**config.mk**
```make
export PLATFORM = sky130hd
export DESIGN_NAME = rk_mem_arbiter
export DESIGN_NICKNAME = d
export VERILOG_FILES = /design/src/rtl/rk_mem_arbiter_pkg.sv /design/src/rtl/rk_slot_timer.sv /design/src/rtl/rk_mem_arbiter.sv
export SDC_FILE = /design/constraint.sdc
export NUM_CORES = 1
export LEC_CHECK = 0
export BUFFER_PORTS_ARGS = -buffer_cell sky130_fd_sc_hd__buf_2
export CORE_MARGIN = 3
export CORE_UTILIZATION = 30
export CTS_CLUSTER_SIZE = 10
export DETAILED_ROUTE_END_ITERATION = 12
export PLACE_DENSITY_LB_ADDON = 0.2
export RECOVER_POWER = 50
export SYNTH_ARGS = -nofsm -noshare
export SYNTH_HDL_FRONTEND = slang
export SYNTH_HIERARCHICAL = 1
export SYNTH_SLANG_ARGS = --single-unit
```
**constraint.sdc**
```tcl
create_clock -name clk50mhz -period 4.8 [get_ports clk50mhz]
set_clock_uncertainty 0.05 [all_clocks]
set_input_delay 0.96 -clock clk50mhz [delete_from_list [all_inputs] [get_ports clk50mhz]]
set_output_delay 0.96 -clock clk50mhz [all_outputs]
set_load 0.1 [all_outputs]
```
**src/rtl/rk_mem_arbiter_pkg.sv**
```systemverilog
// Shared types and helpers for the SDRAM port arbiter.
// Imported by the arbiter top and its slot timer.
package rk_mem_arbiter_pkg;

    localparam int MEM_AW = 18;
    localparam int MEM_DW = 8;

    typedef enum logic [1:0] {
        ST_IDLE   = 2'd0,
        ST_SLOT_V = 2'd1,
        ST_SLOT_C = 2'd2
    } arb_state_e;

    function automatic logic cpu_wins(input logic cpu_req,
                                      input logic vid_req,
                                      input logic prio);
        return cpu_req & (~vid_req | prio);
    endfunction

endpackage

```
**src/rtl/rk_slot_timer.sv**
```systemverilog
// Loadable slot counter with end-of-slot and read-sample strobes.
// Holds at SLOT_LEN-1 instead of wrapping.
module rk_slot_timer
    import rk_mem_arbiter_pkg::*;
#(
    parameter int SLOT_LEN = 8,
    parameter int RD_LAT   = 6
) (
    input  logic clk_i,
    input  logic rst_i,
    input  logic load_i,
    input  logic en_i,
    output logic done_o,
    output logic sample_o
);

    localparam int CW = $clog2(SLOT_LEN);
    localparam logic [CW-1:0] LAST = CW'(SLOT_LEN - 1);
    localparam logic [CW-1:0] SAMP = CW'(RD_LAT);

    logic [CW-1:0] cnt_q, cnt_d;

    always_ff @(posedge clk_i or posedge rst_i) begin
        if (rst_i) cnt_q <= '0;
        else       cnt_q <= cnt_d;
    end

    always_comb begin
        cnt_d = cnt_q;
        if (load_i)
            cnt_d = '0;
        else if (en_i && !done_o)
            cnt_d = cnt_q + 1'b1;
    end

    assign done_o   = (cnt_q == LAST);
    assign sample_o = (cnt_q == SAMP);

endmodule

```
**src/rtl/rk_mem_arbiter.sv**
```systemverilog
// Fixed-slot arbiter sharing one SDRAM controller port between
// the video DMA read path and the CPU read/write path.
module rk_mem_arbiter
    import rk_mem_arbiter_pkg::*;
#(
    parameter int ADDR_W   = 15,
    parameter int SLOT_LEN = 8,
    parameter int RD_LAT   = 6
) (
    input  logic                clk50mhz,
    input  logic                reset,
    input  logic                vid_req,
    input  logic [ADDR_W-1:0]   vid_addr,
    output logic [MEM_DW-1:0]   vid_rdata,
    output logic                vid_ack,
    input  logic                cpu_req,
    input  logic                cpu_we,
    input  logic [ADDR_W-1:0]   cpu_addr,
    input  logic [MEM_DW-1:0]   cpu_wdata,
    output logic [MEM_DW-1:0]   cpu_rdata,
    output logic                cpu_ack,
    output logic [MEM_AW-1:0]   mem_addr,
    output logic [MEM_DW-1:0]   mem_wdata,
    output logic                mem_rd,
    output logic                mem_we_n,
    input  logic [15:0]         mem_rdata,
    output logic                busy
);

    arb_state_e        state_q, state_d;
    logic              prio_q, prio_d;
    logic              wr_q, wr_d;
    logic [MEM_AW-1:0] addr_q, addr_d;
    logic [MEM_DW-1:0] wdata_q, wdata_d;
    logic              rd_q, rd_d;
    logic              we_n_q, we_n_d;
    logic [MEM_DW-1:0] vrd_q, vrd_d;
    logic [MEM_DW-1:0] crd_q, crd_d;
    logic              vack_q, vack_d;
    logic              cack_q, cack_d;
    logic              busy_q, busy_d;
    logic              load, done, sample;
    logic              unused_hi;

    assign unused_hi = ^mem_rdata[15:8];

    rk_slot_timer #(
        .SLOT_LEN (SLOT_LEN),
        .RD_LAT   (RD_LAT)
    ) u_timer (
        .clk_i    (clk50mhz),
        .rst_i    (reset),
        .load_i   (load),
        .en_i     (state_q != ST_IDLE),
        .done_o   (done),
        .sample_o (sample)
    );

    always_ff @(posedge clk50mhz or posedge reset) begin
        if (reset) begin
            state_q <= ST_IDLE;
            prio_q  <= 1'b0;
            wr_q    <= 1'b0;
            addr_q  <= '0;
            wdata_q <= '0;
            rd_q    <= 1'b0;
            we_n_q  <= 1'b1;
            vrd_q   <= '0;
            crd_q   <= '0;
            vack_q  <= 1'b0;
            cack_q  <= 1'b0;
            busy_q  <= 1'b0;
        end else begin
            state_q <= state_d;
            prio_q  <= prio_d;
            wr_q    <= wr_d;
            addr_q  <= addr_d;
            wdata_q <= wdata_d;
            rd_q    <= rd_d;
            we_n_q  <= we_n_d;
            vrd_q   <= vrd_d;
            crd_q   <= crd_d;
            vack_q  <= vack_d;
            cack_q  <= cack_d;
            busy_q  <= busy_d;
        end
    end

    always_comb begin
        state_d = state_q;
        prio_d  = prio_q;
        wr_d    = wr_q;
        addr_d  = addr_q;
        wdata_d = wdata_q;
        rd_d    = rd_q;
        we_n_d  = we_n_q;
        vrd_d   = vrd_q;
        crd_d   = crd_q;
        vack_d  = 1'b0;
        cack_d  = 1'b0;
        busy_d  = busy_q;
        load    = 1'b0;
        unique case (state_q)
            ST_IDLE: begin
                rd_d   = 1'b0;
                we_n_d = 1'b1;
                busy_d = 1'b0;
                if (cpu_wins(cpu_req, vid_req, prio_q)) begin
                    state_d = ST_SLOT_C;
                    prio_d  = 1'b0;
                    wr_d    = cpu_we;
                    addr_d  = MEM_AW'(cpu_addr);
                    wdata_d = cpu_wdata;
                    rd_d    = ~cpu_we;
                    we_n_d  = ~cpu_we;
                    busy_d  = 1'b1;
                    load    = 1'b1;
                end else if (vid_req) begin
                    state_d = ST_SLOT_V;
                    prio_d  = prio_q | cpu_req;
                    wr_d    = 1'b0;
                    addr_d  = MEM_AW'(vid_addr);
                    rd_d    = 1'b1;
                    busy_d  = 1'b1;
                    load    = 1'b1;
                end
            end
            ST_SLOT_V, ST_SLOT_C: begin
                if (sample && !wr_q) begin
                    if (state_q == ST_SLOT_V) vrd_d = mem_rdata[7:0];
                    else                      crd_d = mem_rdata[7:0];
                end
                // Ack only if the requester is still waiting at slot end
                if (done) begin
                    state_d = ST_IDLE;
                    rd_d    = 1'b0;
                    we_n_d  = 1'b1;
                    busy_d  = 1'b0;
                    vack_d  = (state_q == ST_SLOT_V) & vid_req;
                    cack_d  = (state_q == ST_SLOT_C) & cpu_req;
                end
            end
            default: begin
                state_d = ST_IDLE;
                rd_d    = 1'b0;
                we_n_d  = 1'b1;
                busy_d  = 1'b0;
            end
        endcase
    end

    assign vid_rdata = vrd_q;
    assign vid_ack   = vack_q;
    assign cpu_rdata = crd_q;
    assign cpu_ack   = cack_q;
    assign mem_addr  = addr_q;
    assign mem_wdata = wdata_q;
    assign mem_rd    = rd_q;
    assign mem_we_n  = we_n_q;
    assign busy      = busy_q;

endmodule
```
==> impl_metrics.py, run 1 <==
metrics = {
    "run_status": {
        "outcome": "complete, but fails checks",
        "violations": "capacitance limit, slew limit",
    },
    "synth": {
        "synthTopCellsByArea": "dfrtp_1 53%, mux2_2 8.7%, mux2_4 5.8%",
        "synth-seq-cells": 51,
        "synthMostInstantiatedCell": "dfrtp_1",
        "yosys_warnings": 6,
        "synth_top_cell_area_share": 0.5342,
        "synth-seq-area-share": 0.5454,
        "synthCells": 198,
        "synth_commonest_cells": "50 x dfrtp_1, 19 x nor2_1, 18 x mux2_2",
        "synthesis.area_um2": 2342,
        "synth_area_leader_cell": "dfrtp_1",
        "synth_edf_count": 0,
        "async_reset_ff_frac": 1.000,
        "synth_flop_cell": "dfrtp_1",
        "synth_cell_types": 35,
        "synth_area_per_cell_um2": 11.83,
    },
    "clocking": {
        "cts_max_level": 2,
        "cts_setup_buffers": 0,
        "numCtsBuffers": 5,
        "numClockSinks": 51,
        "cts_buffer_depth": 2,
        "cts_root_buffer": "clkbuf_8",
        "path_clk_slew_ns": 0.09,
        "cts_tree": "built",
        "cts_resized": 0,
        "holdBufCountCts": 0,
        "insertion_delay_ns": 0.30,
    },
    "critical_path": {
        "critPathLaunchType": "primary input",
        "cp.arrival_ns": 2.93,
        "end_kind": "flip-flop",
        "worstPathRequired_ns": 4.94,
        "worstSetupPathType": "in2reg",
        "worstPathMaxFanout": 22,
    },
    "route": {
        "drc": 0,
        "wl_um": 5634,
        "via_count": 1783,
        "antenna_left": 0,
        "viasPerCell": 4.584,
        "drtPass1Iterations": 4,
        "wl_per_cell_um": 14.48,
        "first_iter_violations": 98,
    },
    "timing": {
        "period_minus_slack_ns": 2.787,
        "drv_slew": 49,
        "max_slew.worst_pin.slew_ns": 1.826,
        "rsz0062_at_grt": "false",
        "relSlewSlack": -0.2186,
        "totalNegativeSetupSlack_ns": 0,
        "fin_ws_ns": 2.013,
        "hold_ws_ns": 0.4499,
        "setup_viol": 0,
        "fmax_ghz": 0.3588,
        "finalHoldViolations": 0,
        "finalCritPeriodShare": 0.5806,
    },
    "cells_and_area": {
        "syn2layout_area_growth_pct": 24.95,
        "drive_gt1_frac": 0.4448,
        "antenna_cells": 0,
        "finalNetCount": 354,
    },
    "die": {
        "dieArea_um2": 8904,
        "die_w_um": 94.36,
        "io_pins": 106,
        "core_area_um2": 7408,
        "row_count": 31,
        "fp.dieH_um": 94.36,
        "start_util": 0.3162,
    },
    "global_routing": {
        "grt_pass1_wl_um": 8935,
        "antenna_found_initial": 0,
        "grt_use_total": 0.1281,
        "grt_max_degree": 49,
        "grt-ovfl-total": 0,
        "grt_pass1_vias": 1737,
    },
    "place": {
        "dp_hpwl_um": 3930,
        "pre_cts_ws_ns": 1.996,
        "numPortBuffers": 94,
        "gp_congestion": 0.7208,
    },
    "flow_run": {
        "maxCapViolations": 1,
    },
    "hold_path": {
        "hold_class": "reg2reg",
    },
}
[per-layer routing]
| layer | routed length [um] | global-route usage | vias to the layer above |
|---|---|---|---|
| met2 | 2821 | 0.2051 | 43 |
| met5 | 0 | 0 | - |
| met3 | 232 | 0.02709 | 4 |
| met4 | 54 | 0.03249 | 0 |
| met1 | 2525 | 0.1771 | 863 |
| li1 | - | - | 873 |
[final cells by class]
class / instances / area, um^2
multi-input combinational: 129 / 949.7
clock inverter: 1 / 5.005
fill: 760 / 4482
inverter: 8 / 30.03
clock buffer: 7 / 76.32
tap: 99 / 123.9
timing repair buffer: 94 / 464.2
sequential: 51 / 1277
[placed cells by master (no fill, tap or decap), types with 3 or more instances in the layout]
cell type / instances
buf_2: 89
dfrtp_1: 50
nor2_1: 19
mux2_2: 17
o21ai_0: 17
a31oi_1: 16
a21oi_1: 15
mux2_4: 9
inv_1: 7
clkbuf_1: 7
ha_1: 6
clkbuf_8: 5
nand2_1: 4
nor2b_1: 3
conb_1: 3
[final timing paths]
check | from | end | slack (ns) | depth (start not counted)
setup / recovery | cpu_req | mem_wdata[6] | 2.01 | 4
hold / removal | busy | busy | 0.45 | 1
setup reg to reg | state_q[0] | cpu_rdata[5] | 2.43 | 5
hold reg to reg | busy | busy | 0.45 | 1
max in group asynchronous | reset | vid_rdata[5] | 2.45 | 2
min in group asynchronous | reset | u_timer/cnt_q[0] | 0.46 | 2
[critical path, cell delays in order]
cell,delay [ns]
clkbuf_1,0.74
nand2_1,0.23
nor2_2,0.59
mux2_2,0.40
[logic make-up after synthesis]
logic type | share of synthesized area
DFF | 0.5454
buffers and inverters | 0.04487
AOI/OAI and AO/OA | 0.1330
and+or+nand+nor | 0.09883
adders and majority gates | 0.03205
muxes | 0.1442
other | 0.001601
[flip-flops by register name, summed over array words and instances (netlist names), named ones only]
signal,cells
busy,1
mem_rd,1
mem_wdata,8
cpu_ack,1
u_timer/cnt_q,3
state_q,2
vid_ack,1
vid_rdata,8
wr_q,1
mem_addr,15
mem_we_n,1
cpu_rdata,8
[through the flow]
step                      area [um^2]  utilization  instances
after floorplan                  2350            -        200
after global placement           2869       0.3873        381
after detailed placement         2869       0.3873        381
after CTS                        2950       0.3982        389
after global routing             2927       0.3950        389
final                            2927       0.3950        389
Power of run 1 is not shown: default switching activity piles up to over one toggle a cycle in this logic, so the estimate is an artifact.
==> inputs of run 2 (changes only) <==
==> constraint.sdc (replaced) <==
create_clock -name clk50mhz -period 2.3 [get_ports clk50mhz]
set_clock_uncertainty 0.05 [all_clocks]
set_input_delay 0.46 -clock clk50mhz [delete_from_list [all_inputs] [get_ports clk50mhz]]
set_output_delay 0.46 -clock clk50mhz [all_outputs]
set_load 0.1 [all_outputs]
==> impl_metrics.py, run 2 (same netlist as run 1, synthesis figures left out) <==
metrics = {
    "timing": {
        "setup_viol": 0,
        "finalHoldViolations": 0,
        "rsz0062_at_grt": "false",
        "finalCritPeriodShare": 0.8730,
        "period_minus_slack_ns": 2.008,
        "totalNegativeSetupSlack_ns": 0,
        "relSlewSlack": 0.2231,
        "fmax_ghz": 0.4980,
        "max_slew.worst_pin.slew_ns": 1.170,
        "drv_slew": 0,
    },
    "cells_and_area": {
        "layout_commonest_cell": "buf_2",
        "drive_gt1_frac": 0.4646,
        "syn2layout_area_growth_pct": 29.27,
        "final_cell_mix": "90 x buf_2, 50 x dfrtp_1, 19 x nor2_1",
        "finalNetCount": 361,
        "nFillCells": 757,
        "largest_register_ffs": 15,
        "antenna_cells": 0,
    },
    "place": {
        "gp_congestion": 0.7375,
        "dp_hpwl_um": 4144,
        "numPortBuffers": 94,
    },
    "global_routing": {
        "grt-ovfl-total": 0,
        "grt_pass1_wl_um": 9135,
        "grt_pass1_vias": 1837,
        "antenna_found_initial": 0,
        "grt_use_total": 0.1309,
        "grt_max_degree": 26,
    },
    "critical_path": {
        "worstPathMaxFanout": 2,
        "worstPathRequired_ns": 1.79,
        "cpPeakStageDelay_ns": 0.86,
        "path_cells": "clkbuf_1",
        "cp.arrival_ns": 1.50,
        "ff2ff_path_depth": 6,
        "end_kind": "output pin",
        "crit_slowest_cell": "clkbuf_1",
        "cp_num_cells": 1,
        "worstSetupPathType": "reg2out",
        "critPathLaunchType": "flip-flop",
        "critPathTopFamily": "buffers and inverters",
        "timing.critical_path.buf_inv": 1,
    },
    "die": {
        "core_area_um2": 7408,
        "io_pins": 106,
        "row_count": 31,
        "fp.dieH_um": 94.36,
        "start_util": 0.3162,
        "dieArea_um2": 8904,
        "die_w_um": 94.36,
    },
    "clocking": {
        "path_clk_slew_ns": 0.09,
        "cts_max_level": 2,
        "cts_resized": 0,
        "insertion_delay_ns": 0.30,
        "holdBufCountCts": 1,
        "cts_setup_buffers": 0,
        "cts_buffer_depth": 2,
        "cts_tree": "built",
        "numCtsBuffers": 5,
        "numClockSinks": 51,
        "cts_root_buffer": "clkbuf_8",
    },
    "run_status": {
        "outcome": "finished clean",
    },
    "route": {
        "drtPass1Iterations": 4,
        "antenna_left": 0,
        "first_iter_violations": 32,
        "via_count": 1806,
        "drc": 0,
        "wl_per_cell_um": 14.31,
        "viasPerCell": 4.561,
        "wl_um": 5665,
    },
    "hold_path": {
        "hold_depth": 2,
        "hold_class": "in2reg",
    },
    "flow_run": {
        "maxCapViolations": 0,
    },
}
==> run 2: worst paths after layout <==
path	from	to	slack, ns
max	vid_rdata[1]	vid_rdata[1]	0.29
min	cpu_we	mem_we_n	0.29
max reg2reg	state_q[0]	u_timer/cnt_q[1]	0.45
min reg2reg	busy	busy	0.45
max in group asynchronous	reset	mem_we_n	0.58
min in group asynchronous	reset	u_timer/cnt_q[2]	0.52
==> run 2: layout make-up <==
class | count | area [um^2] | area share
clock buffers | 8 | 100.1 | 0.03306
inverters | 8 | 30.03 | 0.009917
multi-input cells | 129 | 963.4 | 0.3182
flip-flops and latches | 51 | 1277 | 0.4219
well taps | 99 | 123.9 | 0.04091
repair buffers | 101 | 533.0 | 0.1760
==> run 2: stage by stage <==
stage / worst slack [ns] / instances / hold WS [ns] / area (um^2) / util
floorplan: 0.5850 / 200 / 0.1636 / 2350 / -
global placement: 0.4585 / 387 / 0.3072 / 2927 / 0.3950
detailed placement: 0.4533 / 387 / 0.3020 / 2927 / 0.3950
CTS: 0.4390 / 396 / 0.2791 / 3037 / 0.4099
global route: 0.1867 / 396 / 0.2828 / 3028 / 0.4087
finish: 0.2922 / 396 / 0.2911 / 3028 / 0.4087
==> run 2: metal layers <==
metal	vias up	part of all wire	GRT usage
li1	889	-	-
met1	873	0.44	0.1731
met2	38	0.50	0.2151
met3	6	0.042	0.03108
met4	0	0.013	0.03610
met5	-	0	0
Power of run 2 is left out for the same reason.
